$ cat src/rtl/pin_keypad.sv
// pin_keypad: two-digit BCD PIN entry stage with clear, reject and inactivity timeout.
// Optional PIN_KEYPAD_SHIFT_EN: a third digit shifts the buffer instead of being rejected.
module pin_keypad #(
  parameter int TIMEOUT_CYCLES = 64,
  parameter int CNT_W          = 16
) (
  input  logic       Clk,
  input  logic       Reset,
  input  logic [3:0] Key,
  input  logic       Key_press,
  output logic [7:0] Pin,
  output logic       enterPin,
  output logic [1:0] Digit_count,
  output logic       Error
);
  typedef enum logic [1:0] {EMPTY = 2'd0, ONE = 2'd1, TWO = 2'd2} state_t;
  state_t           r_state;
  logic [7:0]       r_buf;
  logic [CNT_W-1:0] r_timer;
  logic             r_press_q;
  logic             w_event;
  logic             w_digit;
  logic             w_expire;
  assign w_event     = Key_press & ~r_press_q;
  assign w_digit     = Key <= 4'd9;
  assign w_expire    = (r_state != EMPTY) && (r_timer == CNT_W'(TIMEOUT_CYCLES - 1));
  assign Digit_count = r_state;
  always_ff @(posedge Clk or negedge Reset) begin
    if (!Reset) begin
      r_state   <= EMPTY;
      r_buf     <= 8'h00;
      r_timer   <= '0;
      r_press_q <= 1'b0;
      Pin       <= 8'h00;
      enterPin  <= 1'b0;
      Error     <= 1'b0;
    end else begin
      r_press_q <= Key_press;
      enterPin  <= 1'b0;
      Error     <= 1'b0;
      r_timer   <= (w_event || r_state == EMPTY || w_expire) ? '0 : r_timer + CNT_W'(1);
      if (w_event) begin
        if (w_digit) begin
          case (r_state)
            EMPTY: begin
              r_buf   <= {Key, 4'h0};
              r_state <= ONE;
            end
            ONE: begin
              r_buf   <= {r_buf[7:4], Key};
              r_state <= TWO;
            end
            default: begin
`ifdef PIN_KEYPAD_SHIFT_EN
              r_buf <= {r_buf[3:0], Key};
`else
              Error <= 1'b1;
`endif
            end
          endcase
        end else if (Key == 4'hA) begin
          r_buf   <= 8'h00;
          r_state <= EMPTY;
        end else if (Key == 4'hB) begin
          // only a full two-digit entry reaches the controller
          if (r_state == TWO) begin
            Pin      <= r_buf;
            enterPin <= 1'b1;
          end else begin
            Error <= 1'b1;
          end
          r_buf   <= 8'h00;
          r_state <= EMPTY;
        end else begin
          Error <= 1'b1;
        end
      end else if (w_expire) begin
        r_buf   <= 8'h00;
        r_state <= EMPTY;
        Error   <= 1'b1;
      end
    end
  end
endmodule

$ cat config.mk
export PLATFORM = sky130hd
export DESIGN_NAME = pin_keypad
export DESIGN_NICKNAME = d
export VERILOG_FILES = /design/src/rtl/pin_keypad.sv
export SDC_FILE = /design/constraint.sdc
export NUM_CORES = 1
export LEC_CHECK = 0
export ABC_CLOCK_PERIOD_IN_PS = 2000
export BUFFER_PORTS_ARGS = -buffer_cell sky130_fd_sc_hd__buf_2
export CORE_MARGIN = 3
export CORE_UTILIZATION = 57
export DETAILED_ROUTE_END_ITERATION = 16
export PLACE_DENSITY = 0.78
export SYNTH_ARGS = -nofsm -noshare
export SYNTH_HDL_FRONTEND = slang
export SYNTH_SLANG_ARGS = --single-unit
$ cat constraint.sdc
create_clock -name Clk -period 2 [get_ports Clk]
set_input_delay 0.2 -clock Clk [delete_from_list [all_inputs] [get_ports Clk]]
set_output_delay 0.2 -clock Clk [all_outputs]
set_load 0.01 [all_outputs]
# Yosys cells after proc, flatten, opt, wreduce, memory -nomap -nowiden
# Index checks and enable logic that the tools add are counted.
totals:
  ff_bits: 37
op_classes:
  order_cmp: 1
  n_mux: 25
  bitwise_logic: 4
  n_reduce_logical: 10
  addsub: 1
  n_eq_ne: 9
op_table:
  columns: ["cell", "n"]
  rows:
  - ["two-way mux 8 bit", 5]
  - ["adder 16 x 1 -> 16 bit (second input constant)", 1]
  - ["equality test 16 x 6 -> 1 bit (second input constant)", 1]
  - ["two-way mux 16 bit", 1]
  - ["one-hot mux 8 bit (2 select lines)", 1]
  - ["two-way mux 1 bit", 12]
  - ["two-way mux 2 bit", 5]
  - ["equality test 4 bit (second input constant)", 2]
  - ["AND reduction 5 bit", 1]
  - ["<= comparator 4 bit (second input constant)", 1]
  - ["inequality test 4 x 1 -> 1 bit (second input constant)", 1]
  - ["inequality test 4 x 2 -> 1 bit (second input constant)", 1]
  - ["one-hot mux 2 bit (2 select lines)", 1]
  - ["AND reduction 4 bit", 1]
  - ["nonzero test 2 bit", 2]
  - ["inequality test 3 x 2 -> 1 bit (second input constant)", 1]
  - ["inequality test 3 bit (second input constant)", 1]
  - ["inverter 1 bit", 3]
  - ["AND reduction 3 bit", 1]
  - ["equality test 2 x 1 -> 1 bit (second input constant)", 1]
  - ["equality test 2 bit (second input constant)", 1]
  - ["logical NOT 2 bit", 1]
  - ["logical OR 1 bit", 2]
  - ["OR reduction 2 bit", 1]
  - ["2 further kinds", 2]

# Logic depth before layout (Yosys ltp)
# Gate-level depths: netlist (run 1).
depth:
  depth_word: 6
  mapped_depth: 8
  depth_no_buf: 5

# Least setup slack after synthesis (run 1)
# No wires, ideal clock.
synth_path:
  path_kind: "reg2reg"
  start: "reg r_timer[0]"
  end: "reg r_buf[4]"
  path_buffers: 2
  path_stages_with_launch: 8
  arrival_time_ns: 1.577
  required_ns: 1.878
  slack_ns: 0.302
  path_cell_list: "dfrtp_1 ha_1 clkbuf_1 nor3b_1 and4_1 buf_4 a21oi_1 a32o_1"
synth_between:
  elab_chain_len: 4
synth_rtl:
  columns: ["element", "line", "source"]
  rows:
  - ["start: declaration", "19", "logic [CNT_W-1:0] r_timer;"]
  - ["start signal: assignment", "41", "r_timer <= (w_event || r_state == EMPTY || w_expire) ? '0 : r_timer + CNT_W'(1);"]
  - ["equality test 16 x 6 -> 1 bit", "26", "assign w_expire = (r_state != EMPTY) && (r_timer == CNT_W'(TIMEOUT_CYCLES - 1));"]
  - ["logical AND 1 bit", "26", null]
  - ["nonzero test 2 bit (no line)", null, null]
  - ["AND reduction 4 bit (no line)", null, null]
  - ["end signal: assignment", "46", "r_buf <= {Key, 4'h0};"]
  - ["end signal: assignment", "50", "r_buf <= {r_buf[7:4], Key};"]
  - ["end: declaration", "18", "logic [7:0] r_buf;"]
# Every way passes these cells.
# A chain may end at the register's enable or synchronous reset.

# Worst setup path in the final report (run 1)
layout_path:
  start: "in Key_press"
  end: "reg Pin[5]"
layout_between:
  elab_chain_len: 2
layout_rtl:
  columns: ["element", "line", "source"]
  rows:
  - ["start: declaration", "10", "input logic Key_press,"]
  - ["bitwise AND 1 bit", "24", "assign w_event = Key_press & ~r_press_q;"]
  - ["AND reduction 5 bit (no line)", null, null]
  - ["end signal: assignment", "67", "Pin <= r_buf;"]
  - ["end: declaration", "11", "output logic [7:0] Pin,"]
# Every way passes these cells.

==> results of run 1 <==
layout by cell type (no fill, tap or decap), drive strengths merged:
| cell | Yosys | final |
|---|---|---|
| nand3 | 7 | 7 |
| clkbuf | 2 | 7 |
| a21o | 1 | 1 |
| and4b | 1 | 1 |
| a211oi | 2 | 2 |
| o22ai | 1 | 1 |
| or3 | 4 | 4 |
| a22o | 5 | 5 |
| and4 | 2 | 2 |
| o21a | 1 | 1 |
| nor3b | 2 | 2 |
| dlygate4sd3 | 0 | 2 |
| dfrtp | 37 | 37 |
| nor2 | 18 | 18 |
| buf | 4 | 19 |
| nand2b | 4 | 4 |
| a221oi | 1 | 1 |
| or2 | 1 | 1 |
| nor4 | 4 | 4 |
| a21oi | 7 | 7 |
| o21ai | 2 | 2 |
| a31o | 2 | 2 |
| o31ai | 1 | 1 |
| xnor2 | 6 | 6 |
| nor2b | 1 | 1 |
| nand2 | 10 | 10 |
| o22a | 1 | 1 |
| inv | 5 | 5 |
| a32o | 2 | 2 |
| xor2 | 5 | 5 |
| and3 | 2 | 2 |
| nand4 | 3 | 3 |
| mux2 | 8 | 8 |
| bufinv | 0 | 1 |
| ha | 1 | 1 |
| nor3 | 5 | 5 |
worst reg2reg max path, cell delays in order (launching register included):
cell,delay [ps]
dfrtp_1,380
nand2b_1,220
nor3_2,260
and4b_1,490
mux2_2,390
cell usage after synthesis:
cell / instances
nand4_1: 2
a21oi_1: 5
o21a_1: 1
a21o_1: 1
nand4_2: 1
a221oi_1: 1
a22o_1: 5
buf_4: 3
nor4_1: 4
or3_1: 4
xnor2_1: 6
a31o_2: 2
and4b_1: 1
nor2b_1: 1
nand2b_1: 3
nand2_1: 10
o22ai_1: 1
and4_1: 2
nor2_1: 18
o21ai_0: 2
a21oi_2: 2
inv_1: 5
mux2_2: 8
ha_1: 1
nand3_1: 6
nand2b_4: 1
o22a_1: 1
a211oi_1: 2
dfrtp_1: 37
nor3_1: 4
o31ai_1: 1
buf_2: 1
clkbuf_1: 2
xor2_1: 5
nor3b_1: 2
nand3_2: 1
nor3_2: 1
or2_2: 1
a32o_1: 2
and3_1: 2
stage by stage:
| step | std cells | instance area (sq um) |
|---|---|---|
| 2_1_floorplan | 158 | 1720 |
| 6_report | 212 | 1930 |
| 3_3_place_gp | 202 | 1830 |
| 4_1_cts | 212 | 1930 |
| 3_5_place_dp | 202 | 1830 |
| 5_1_grt | 212 | 1930 |
worst max path at each step:
stage / endpoint / slack [ps] / depth (start not counted)
floorplan: r_buf[4]$_DFFE_PN0P_ / 300 / 7
global placement: Pin[7]$_DFFE_PN0P_ / 250 / 4
detailed placement: Pin[1]$_DFFE_PN0P_ / 160 / 4
CTS: Pin[5]$_DFFE_PN0P_ / 110 / 6
global route: Pin[2]$_DFFE_PN0P_ / 30 / 4
finish: Pin[5]$_DFFE_PN0P_ / 130 / 6
power groups by stage:
stage / clock (uW) / sequential, uW / combinational [uW]
5_1_grt: 592 / 990 / 440
3_5_place_dp: 0 / 980 / 395
6_report: 544 / 969 / 391
3_3_place_gp: 0 / 971 / 386
2_1_floorplan: 0 / 973 / 272
4_1_cts: 553 / 966 / 397
layout make-up:
type / instances / share of cell area [%]
Clock buffer: 7 / 2.85
Clock inverter: 1 / 1.56
Inverter: 5 / 0.972
Multi-Input combinational cell: 110 / 38.6
Sequential cell: 37 / 48.0
Tap cell: 31 / 2.01
Timing Repair Buffer: 21 / 6.09
registers in the layout, indices dropped and copies added (netlist names):
name,flops
Digit_count,2
Error,1
Pin,8
enterPin,1
r_buf,8
r_press_q,1
r_timer,16
kinds of logic (layout without fill, tap and decap cells):
| kind of cell | count (synthesis) | after routing | synth area share (%) |
|---|---|---|---|
| buffers and inverters | 11 | 34 | 3.12 |
| and+or+nand+nor | 64 | 64 | 20.3 |
| muxes | 8 | 8 | 5.23 |
| DFF | 37 | 37 | 53.7 |
| xor gates and xnor gates | 11 | 11 | 5.59 |
| AOI/OAI and AO/OA | 26 | 26 | 11.3 |
| adders and majority gates | 1 | 1 | 0.726 |
repair_timing:
item / CTS / global route
endpoints found under the hold margin: 38 / 0
endpoints found under the setup margin: 0 / 0
hold buffers: 2 / 0
layer usage:
metal	up-vias	track usage [%]
met2	27	30.2
li1	604	-
met1	626	26.7
met5	-	0
met4	0	8.98
met3	9	6.81
==> results.yml, run 1 <==
clock_tree:
  cts_inserted_buffers: 5
  tritoncts: "built"
  cts_setup_buffers: 0
  cts_root_buffer: "clkbuf_4"
  clock_tree.buffer_depth: 2
  cts.clk_slew.worst_paths_ps: 110
  cts.sink_count: 37
  postCtsResizedCells: 0
  worst_skew_pair.late_latency_ps: 350
  h-tree-depth: 2
layout:
  multi_input_comb_area_sq_um: 744
  seq_cell_area_sq_um: 926
  antennaDiodeCount: 0
  finalNetCount: 188
  fin_util_pct: 68.2
  layout-drive-gt1-share_pct: 23.8
  area_delta_synth_final_pct: 12.0
  number_of_fill_cells_in_the_layout: 218
synth:
  seq_area_frac_synth_pct: 53.7
  synth.yosys.warnings: 0
  synth.distinct_cells: 40
  netlist_top_cells_area: "dfrtp_1 54%, mux2_2 5.2%, nor2_1 3.9%, xnor2_1 3.0%, a22o_1 2.5%"
  synth_area_leader_cell: "dfrtp_1"
  netlist_instances: 158
  synth.cell_area_sq_um: 1720
  yosys_register_bits: 37
  synth.top_cell.area_share_pct: 53.7
  syn_avg_cell_area_sq_um: 10.9
  synthesis.nets: 166
worst_setup_path:
  worst_ep_arrival_time_ps: 2110
  reg2reg_start: "r_press_q$_DFF_PN0_"
  timing.critical_path.slowest_cell_delay_ps: 510
  r2r.worst_path.cells: 4
  critPathLaunchType: "input pin"
  start_point_of_the_critical_path: "Key_press"
  timing.critical_path.fanout_max: 9
  cp_max_delay_cell: "dlygate4sd3_1"
  timing.reg2reg.setup_slack_ps: 140
  critical_path.cell_chain: "dlygate4sd3_1 > buf_2 > nand2b_1 > nor3_2 > and4b_1 > mux2_2"
  endpoint_kind: "flop"
  r2r_end: "Pin[5]$_DFFE_PN0P_"
  worstPathBufferInverterCount: 2
  worst-setup-path-type: "in -> reg"
  worstPathRequired_ps: 2240
  critical-path-top-delay-family: "simple AND/OR/NAND/NOR gates"
die:
  die_h_um: 61
  core_area_sq_um: 2830
  die_x_um: 61
  num_rows: 19
  initial_utilization_pct: 60.9
  num_io_pins: 19
  die-area_sq_um: 3720
routing:
  drt_wl_total_um: 3200
  maxUsedRoutingLayer: "met4"
  detail_route.wirelength.met1_um: 1500
  routed_wire_length_per_instance_um: 15.1
  via_per_inst: 5.97
  count_of_unresolved_drc_violations_after_routing: 0
  detailroute.wirelength.met3_um: 153
  routed-wl-met2_um: 1480
  drt_iter0_drc: 57
  dr_total_vias: 1266
  postRouteAntennaNets: 0
  detailedRoute.firstPassIterationCount: 4
power:
  pwr-share-clk_pct: 28.6
  p_total_uw: 1900
  p_seq_share_pct: 50.9
  cellLeakagePower_uw: 0.000892
  power.switching_uw: 574
  power_density_nw_per_um2: 987
  cellInternalPower_uw: 1330
  pwr-share-comb_pct: 20.5
  irDropWorstVdd_v: 0.000593
  switching_share_pct: 30.1
sta:
  setup_viol: 0
  post-route-min-period_ps: 1870
  layout_worst_path_cycle_share_pct: 93.7
  clock.fmax_mhz: 534
  hold_viol_final: 0
  totalNegativeSetupSlack_ps: 0
  maxSlewViolCount: 0
  worst_slew_margin_rel_pct: 46.6
  final.setup_skew_ps: 4.71
  grt_setup_unrepaired: "false"
  final_critical_path_setup_slack_ps: 127
  timing_worst_slew_pin_value_ps: 801
  worst_hold_margin_ps: 121
run_status:
  outcome: "finished clean"
global_route:
  residual_overflow_from_global_routing: 0
  grt_start_max_net_pins: 38
  first_pass_grt_wire_length_um: 5460
  initial_antenna_violation_count: 0
  track_usage_pct: 20.2
  vias_in_the_first_global_route: 1202
hold_path:
  hold_depth: 2
  hp-class: "in -> reg"
  worst_hold_path.endpoint: "r_buf[0]$_DFFE_PN0P_"
  hp-start: "Key[0]"
flow_run:
  max_cap_viol_count: 0
place:
  gpl.final_weighted_congestion: 0.953
  pre_cts_ws_ps: 159
  port_buffers: 18
  dp.final_hpwl_um: 2210
(Power assumes the default switching activity.)
==> run 2, diff against run 1 <==
==> config.mk (replaced) <==
export PLATFORM = sky130hd
export DESIGN_NAME = pin_keypad
export DESIGN_NICKNAME = d
export VERILOG_FILES = /design/src/rtl/pin_keypad.sv
export SDC_FILE = /design/constraint.sdc
export NUM_CORES = 1
export LEC_CHECK = 0
export ABC_CLOCK_PERIOD_IN_PS = 2000
export CORE_MARGIN = 3
export CORE_UTILIZATION = 61
export DETAILED_ROUTE_END_ITERATION = 16
export DONT_BUFFER_PORTS = 1
export PLACE_DENSITY = 0.77
export SYNTH_ARGS = -nofsm -noshare
export SYNTH_HDL_FRONTEND = slang
export SYNTH_SLANG_ARGS = --single-unit
==> run 2 against run 1 <==
Against the previous run: cell count is 7.1% lower; largest power group unchanged; clock skew hardly changed; critical endpoint is now Pin[3]$_DFFE_PN0P_; sequential share of layout area is 1.7 points higher; critical path depth is 2 lower; largest cell class unchanged; highest routed layer unchanged; sequential power is 2.4% higher; die area is 5.9% lower.
==> results.yml, run 2 (same netlist as run 1, synthesis figures left out) <==
sta:
  layout_worst_path_cycle_share_pct: 90.9
  hold_viol_final: 0
  setup_viol: 0
  grt_setup_unrepaired: "false"
  clock.fmax_mhz: 550
  timing_worst_slew_pin_value_ps: 386
  worst_hold_margin_ps: 22.3
  final.setup_skew_ps: 4.84
  post-route-min-period_ps: 1820
  worst_slew_margin_rel_pct: 74.2
  totalNegativeSetupSlack_ps: 0
  maxSlewViolCount: 0
layout:
  layout-drive-gt1-share_pct: 16.2
  most_common_library_cell_in_the_layout_ignoring_fill_and_taps: "dfrtp_1"
  area_delta_synth_final_pct: 8.20
  top_register: "r_timer"
  finalInstanceArea_sq_um: 1870
  finalNetCount: 176
  reg_top3: "r_timer x16, Pin x8, r_buf x8"
  final_cell_mix: "37 x dfrtp_1, 18 x nor2_1, 10 x nand2_1, 8 x mux2_2"
  largest_register_ff_count: 16
  antennaDiodeCount: 0
global_route:
  initial_antenna_violation_count: 0
  globalRoute.busiestLayer: "met2"
  residual_overflow_from_global_routing: 0
  vias_in_the_first_global_route: 1261
  globalRouteMet2Util_pct: 33.4
  met3_capacity_usage_during_global_routing_pct: 4.14
  grt_start_max_net_pins: 38
  track_usage_pct: 21.8
  first_pass_grt_wire_length_um: 5700
  grtUsageMet1_pct: 30.0
clock_tree:
  cts_setup_buffers: 0
  tritoncts: "built"
  cts_root_buffer: "clkbuf_4"
  clock_tree.buffer_depth: 2
  cts.sink_count: 37
  cts_inserted_buffers: 5
  cts.clk_slew.worst_paths_ps: 100
  worst_skew_pair.late_latency_ps: 330
  h-tree-depth: 2
worst_setup_path:
  timing.critical_path.fanout_max: 9
  worstPathRequired_ps: 2220
  worst-setup-path-type: "reg -> reg"
  endpoint_kind: "flop"
  worst_ep_arrival_time_ps: 2040
  critPathLaunchType: "flop"
place:
  post_dp_cell_area_sq_um: 1740
  gpl.final_weighted_congestion: 0.870
  dp.final_hpwl_um: 2230
  port_buffers: 0
die:
  initial_utilization_pct: 66.6
  die_h_um: 59.2
  core_area_sq_um: 2590
  die_x_um: 59.2
  die-area_sq_um: 3500
  num_io_pins: 19
  num_rows: 18
routing:
  detailedRoute.firstPassIterationCount: 4
  drt_wl_total_um: 3250
  count_of_unresolved_drc_violations_after_routing: 0
  postRouteAntennaNets: 0
  dr_total_vias: 1251
  via_per_inst: 6.35
  drt_iter0_drc: 44
  routed_wire_length_per_instance_um: 16.5
power:
  p_total_uw: 1690
  power_density_nw_per_um2: 906
  irDropWorstVdd_v: 0.000760
  cellLeakagePower_uw: 0.000816
run_status:
  outcome: "finished clean"
flow_run:
  max_cap_viol_count: 0
hold_path:
  hp-class: "in -> reg"
## run 2: area by class of cell
cell class	count	area, sq um
Tap cell	30	37.5
Fill cell	195	724
Inverter	5	18.8
Timing Repair Buffer	9	95.1
Multi-Input combinational cell	110	746
Sequential cell	37	926
Clock inverter	1	5.00
Clock buffer	5	37.5
## run 2: metal layers
metal | share of wire (%) | routed length, um
met3 | 6.2 | 201
met2 | 48 | 1570
met4 | 1.3 | 43
met1 | 44 | 1440
met5 | 0 | 0
## run 2: path summary, 6_finish.rpt
path	startpoint	to	slack, ps	depth (start not counted)
setup / recovery	r_press_q$_DFF_PN0_	Pin[3]$_DFFE_PN0P_	180	4
hold reg to reg	r_buf[0]$_DFFE_PN0P_	r_buf[0]$_DFFE_PN0P_	520	1
max in group asynchronous	Reset	Pin[3]$_DFFE_PN0P_	1500	2
hold / removal	Key[2]	r_buf[6]$_DFFE_PN0P_	20	1
setup reg to reg	r_press_q$_DFF_PN0_	Pin[3]$_DFFE_PN0P_	180	4
min in group asynchronous	Reset	r_timer[8]$_DFF_PN0_	320	2
## run 2: repair_timing
| item | 4_1_cts | 5_1_grt |
|---|---|---|
| gates resized for setup | 0 | 1 |
| endpoints found under the setup margin | 0 | 5 |
| hold buffers | 6 | 1 |
| endpoints found under the hold margin | 42 | 1 |
## run 2: through the flow
step	utilization [%]	instances	worst slack (ps)
6_report	72.0	197	182
5_1_grt	72.0	197	107
4_1_cts	71.6	196	90.1
3_5_place_dp	67.2	184	131
3_3_place_gp	67.2	184	237
2_1_floorplan	-	158	302
## run 2: worst max-delay path: stages (launching register included)
cell      delay [ps]
dfrtp_1          390
nand2b_1         240
nor3_2           280
and4b_2          430
mux2_2           370
## run 2: report_power, final
part / internal (uW) / total, uW / leakage [uW] / switching [uW]
Sequential: 866 / 992 / 0.000503 / 126
Combinational: 162 / 356 / 0.000286 / 195
Clock: 122 / 341 / 0.0000269 / 219
==> run 3, diff against run 2 <==
--- a/config.mk
+++ b/config.mk
@@ -10,6 +10,7 @@
 export CORE_UTILIZATION = 61
 export DETAILED_ROUTE_END_ITERATION = 16
 export DONT_BUFFER_PORTS = 1
+export MAX_ROUTING_LAYER = met4
 export PLACE_DENSITY = 0.77
 export SYNTH_ARGS = -nofsm -noshare
 export SYNTH_HDL_FRONTEND = slang
==> run 3 against run 2 <==
Against the previous run: critical path depth stayed put; clock power hardly changed; register-to-register slack hardly changed; wire length is 0.74% lower; largest cell class unchanged.
==> results.yml, run 3 (same netlist as run 1, synthesis figures left out) <==
run_status:
  outcome: "finished clean"
layout:
  antennaDiodeCount: 0
  largest_register_ff_count: 16
  top_register: "r_timer"
  multi_input_comb_area_sq_um: 746
  area_delta_synth_final_pct: 8.20
  number_of_fill_cells_in_the_layout: 195
  final_cell_mix: "37 x dfrtp_1, 18 x nor2_1, 10 x nand2_1, 8 x mux2_2"
  seq_cell_area_sq_um: 926
  reg_top3: "r_timer x16, Pin x8, r_buf x8"
  fin_util_pct: 72.0
  layout-drive-gt1-share_pct: 16.2
  most_common_library_cell_in_the_layout_ignoring_fill_and_taps: "dfrtp_1"
  finalNetCount: 176
worst_setup_path:
  critical_path.cell_chain: "nand2b_1 > nor3_2 > and4b_2 > mux2_2"
  endpoint_kind: "flop"
  worst-setup-path-type: "reg -> reg"
  r2r.worst_path.cells: 4
  timing.reg2reg.setup_slack_ps: 190
  start_point_of_the_critical_path: "r_press_q$_DFF_PN0_"
  timing.critical_path.fanout_max: 9
  worstPathBufferInverterCount: 0
  cp_max_delay_cell: "and4b_2"
  worst_ep_arrival_time_ps: 2030
  critPathLaunchType: "flop"
  worstPathRequired_ps: 2220
  cp-endpoint: "Pin[3]$_DFFE_PN0P_"
  critical-path-top-delay-family: "simple AND/OR/NAND/NOR gates"
  r2r_end: "Pin[3]$_DFFE_PN0P_"
  reg2reg_start: "r_press_q$_DFF_PN0_"
  timing.critical_path.slowest_cell_delay_ps: 420
  timing.critical_path.depth: 4
clock_tree:
  clock_tree.buffer_depth: 2
  cts_inserted_buffers: 5
  h-tree-depth: 2
  worst_skew_pair.late_latency_ps: 330
  tritoncts: "built"
  cts_setup_buffers: 0
  cts.sink_count: 37
  cts_root_buffer: "clkbuf_4"
  cts.clk_slew.worst_paths_ps: 100
routing:
  via_per_inst: 6.30
  drt_iter0_drc: 32
  detailedRoute.firstPassIterationCount: 4
  count_of_unresolved_drc_violations_after_routing: 0
  dr_total_vias: 1242
  routed_wire_length_per_instance_um: 16.4
  postRouteAntennaNets: 0
  drt_wl_total_um: 3230
global_route:
  initial_antenna_violation_count: 0
  track_usage_pct: 22.4
  vias_in_the_first_global_route: 1263
  first_pass_grt_wire_length_um: 5680
  residual_overflow_from_global_routing: 0
  grt_start_max_net_pins: 38
die:
  die-area_sq_um: 3500
  die_x_um: 59.2
  num_rows: 18
  core_area_sq_um: 2590
  num_io_pins: 19
  initial_utilization_pct: 66.6
  die_h_um: 59.2
hold_path:
  hp-class: "in -> reg"
power:
  pwr-share-clk_pct: 20.2
  cellInternalPower_uw: 1150
  p_seq_share_pct: 58.7
  power_density_nw_per_um2: 906
  switching_share_pct: 32.0
  cellLeakagePower_uw: 0.000816
  pwr-share-comb_pct: 21.1
  power.switching_uw: 541
  irDropWorstVdd_v: 0.000759
sta:
  final.setup_skew_ps: 6.36
  totalNegativeSetupSlack_ps: 0
  hold_viol_final: 0
  layout_worst_path_cycle_share_pct: 90.3
  clock.fmax_mhz: 554
  post-route-min-period_ps: 1810
  maxSlewViolCount: 0
  timing_worst_slew_pin_value_ps: 382
  setup_viol: 0
  grt_setup_unrepaired: "false"
  worst_slew_margin_rel_pct: 74.5
place:
  port_buffers: 0
  dp.final_hpwl_um: 2230
  gpl.final_weighted_congestion: 0.884
flow_run:
  max_cap_viol_count: 0
-- run 3: power groups by stage --
stage	clock network [uW]	logic, uW	registers [uW]
final	342	357	992
after global routing	389	401	1010
after CTS	358	356	992
after floorplan	0	272	973
after global placement	0	316	997
after detailed placement	0	327	1010
-- run 3: how the worst min path moves through the flow --
stage / startpoint / endpoint / slack (ps) / cells after the start
after floorplan: Reset / Digit_count[0]$_DFFE_PN0P_ / -100 / 0
after global placement: Reset / r_timer[13]$_DFF_PN0_ / -90 / 0
after detailed placement: Reset / r_timer[13]$_DFF_PN0_ / -90 / 0
after CTS: Key[1] / r_buf[1]$_DFFE_PN0P_ / 3 / 1
after global routing: Key[2] / r_buf[6]$_DFFE_PN0P_ / 6 / 1
final: Key[2] / r_buf[6]$_DFFE_PN0P_ / 20 / 1
-- run 3: through the flow --
| stage | instances | worst slack, ps | hold slack [ps] | area [sq um] | total power [uW] |
|---|---|---|---|---|---|
| after floorplan | 158 | 302 | -95.6 | 1720 | 1240 |
| after global placement | 184 | 237 | -94.8 | 1740 | 1310 |
| after detailed placement | 184 | 131 | -94.7 | 1740 | 1340 |
| after CTS | 196 | 90.1 | 3.08 | 1850 | 1710 |
| after global routing | 197 | 107 | 6.42 | 1870 | 1800 |
| final | 197 | 194 | 20.3 | 1870 | 1690 |
-- run 3: cell type report --
type                            instances  area share [%]
Multi-Input combinational cell        110            40.0
Sequential cell                        37            49.6
Clock inverter                          1           0.268
Clock buffer                            5            2.01
Timing Repair Buffer                    9            5.10
Tap cell                               30            2.01
Inverter                                5            1.01
-- run 3: repair_timing --
action / in CTS / in global routing
setup endpoints to repair: 0 / 5
hold endpoints to repair: 42 / 1
hold buffers: 6 / 1
resized for setup: 0 / 1
-- run 3: routing by layer --
metal  GRT usage [%]  vias up  part of all wire [%]  wire length (um)
li1                -      583                     -                 -
met1            29.7      614                    44              1420
met2            33.6       38                    48              1560
met3            4.14        7                   6.5               210
met4            10.0        0                   1.4                44
met5               -        -                     0                 0
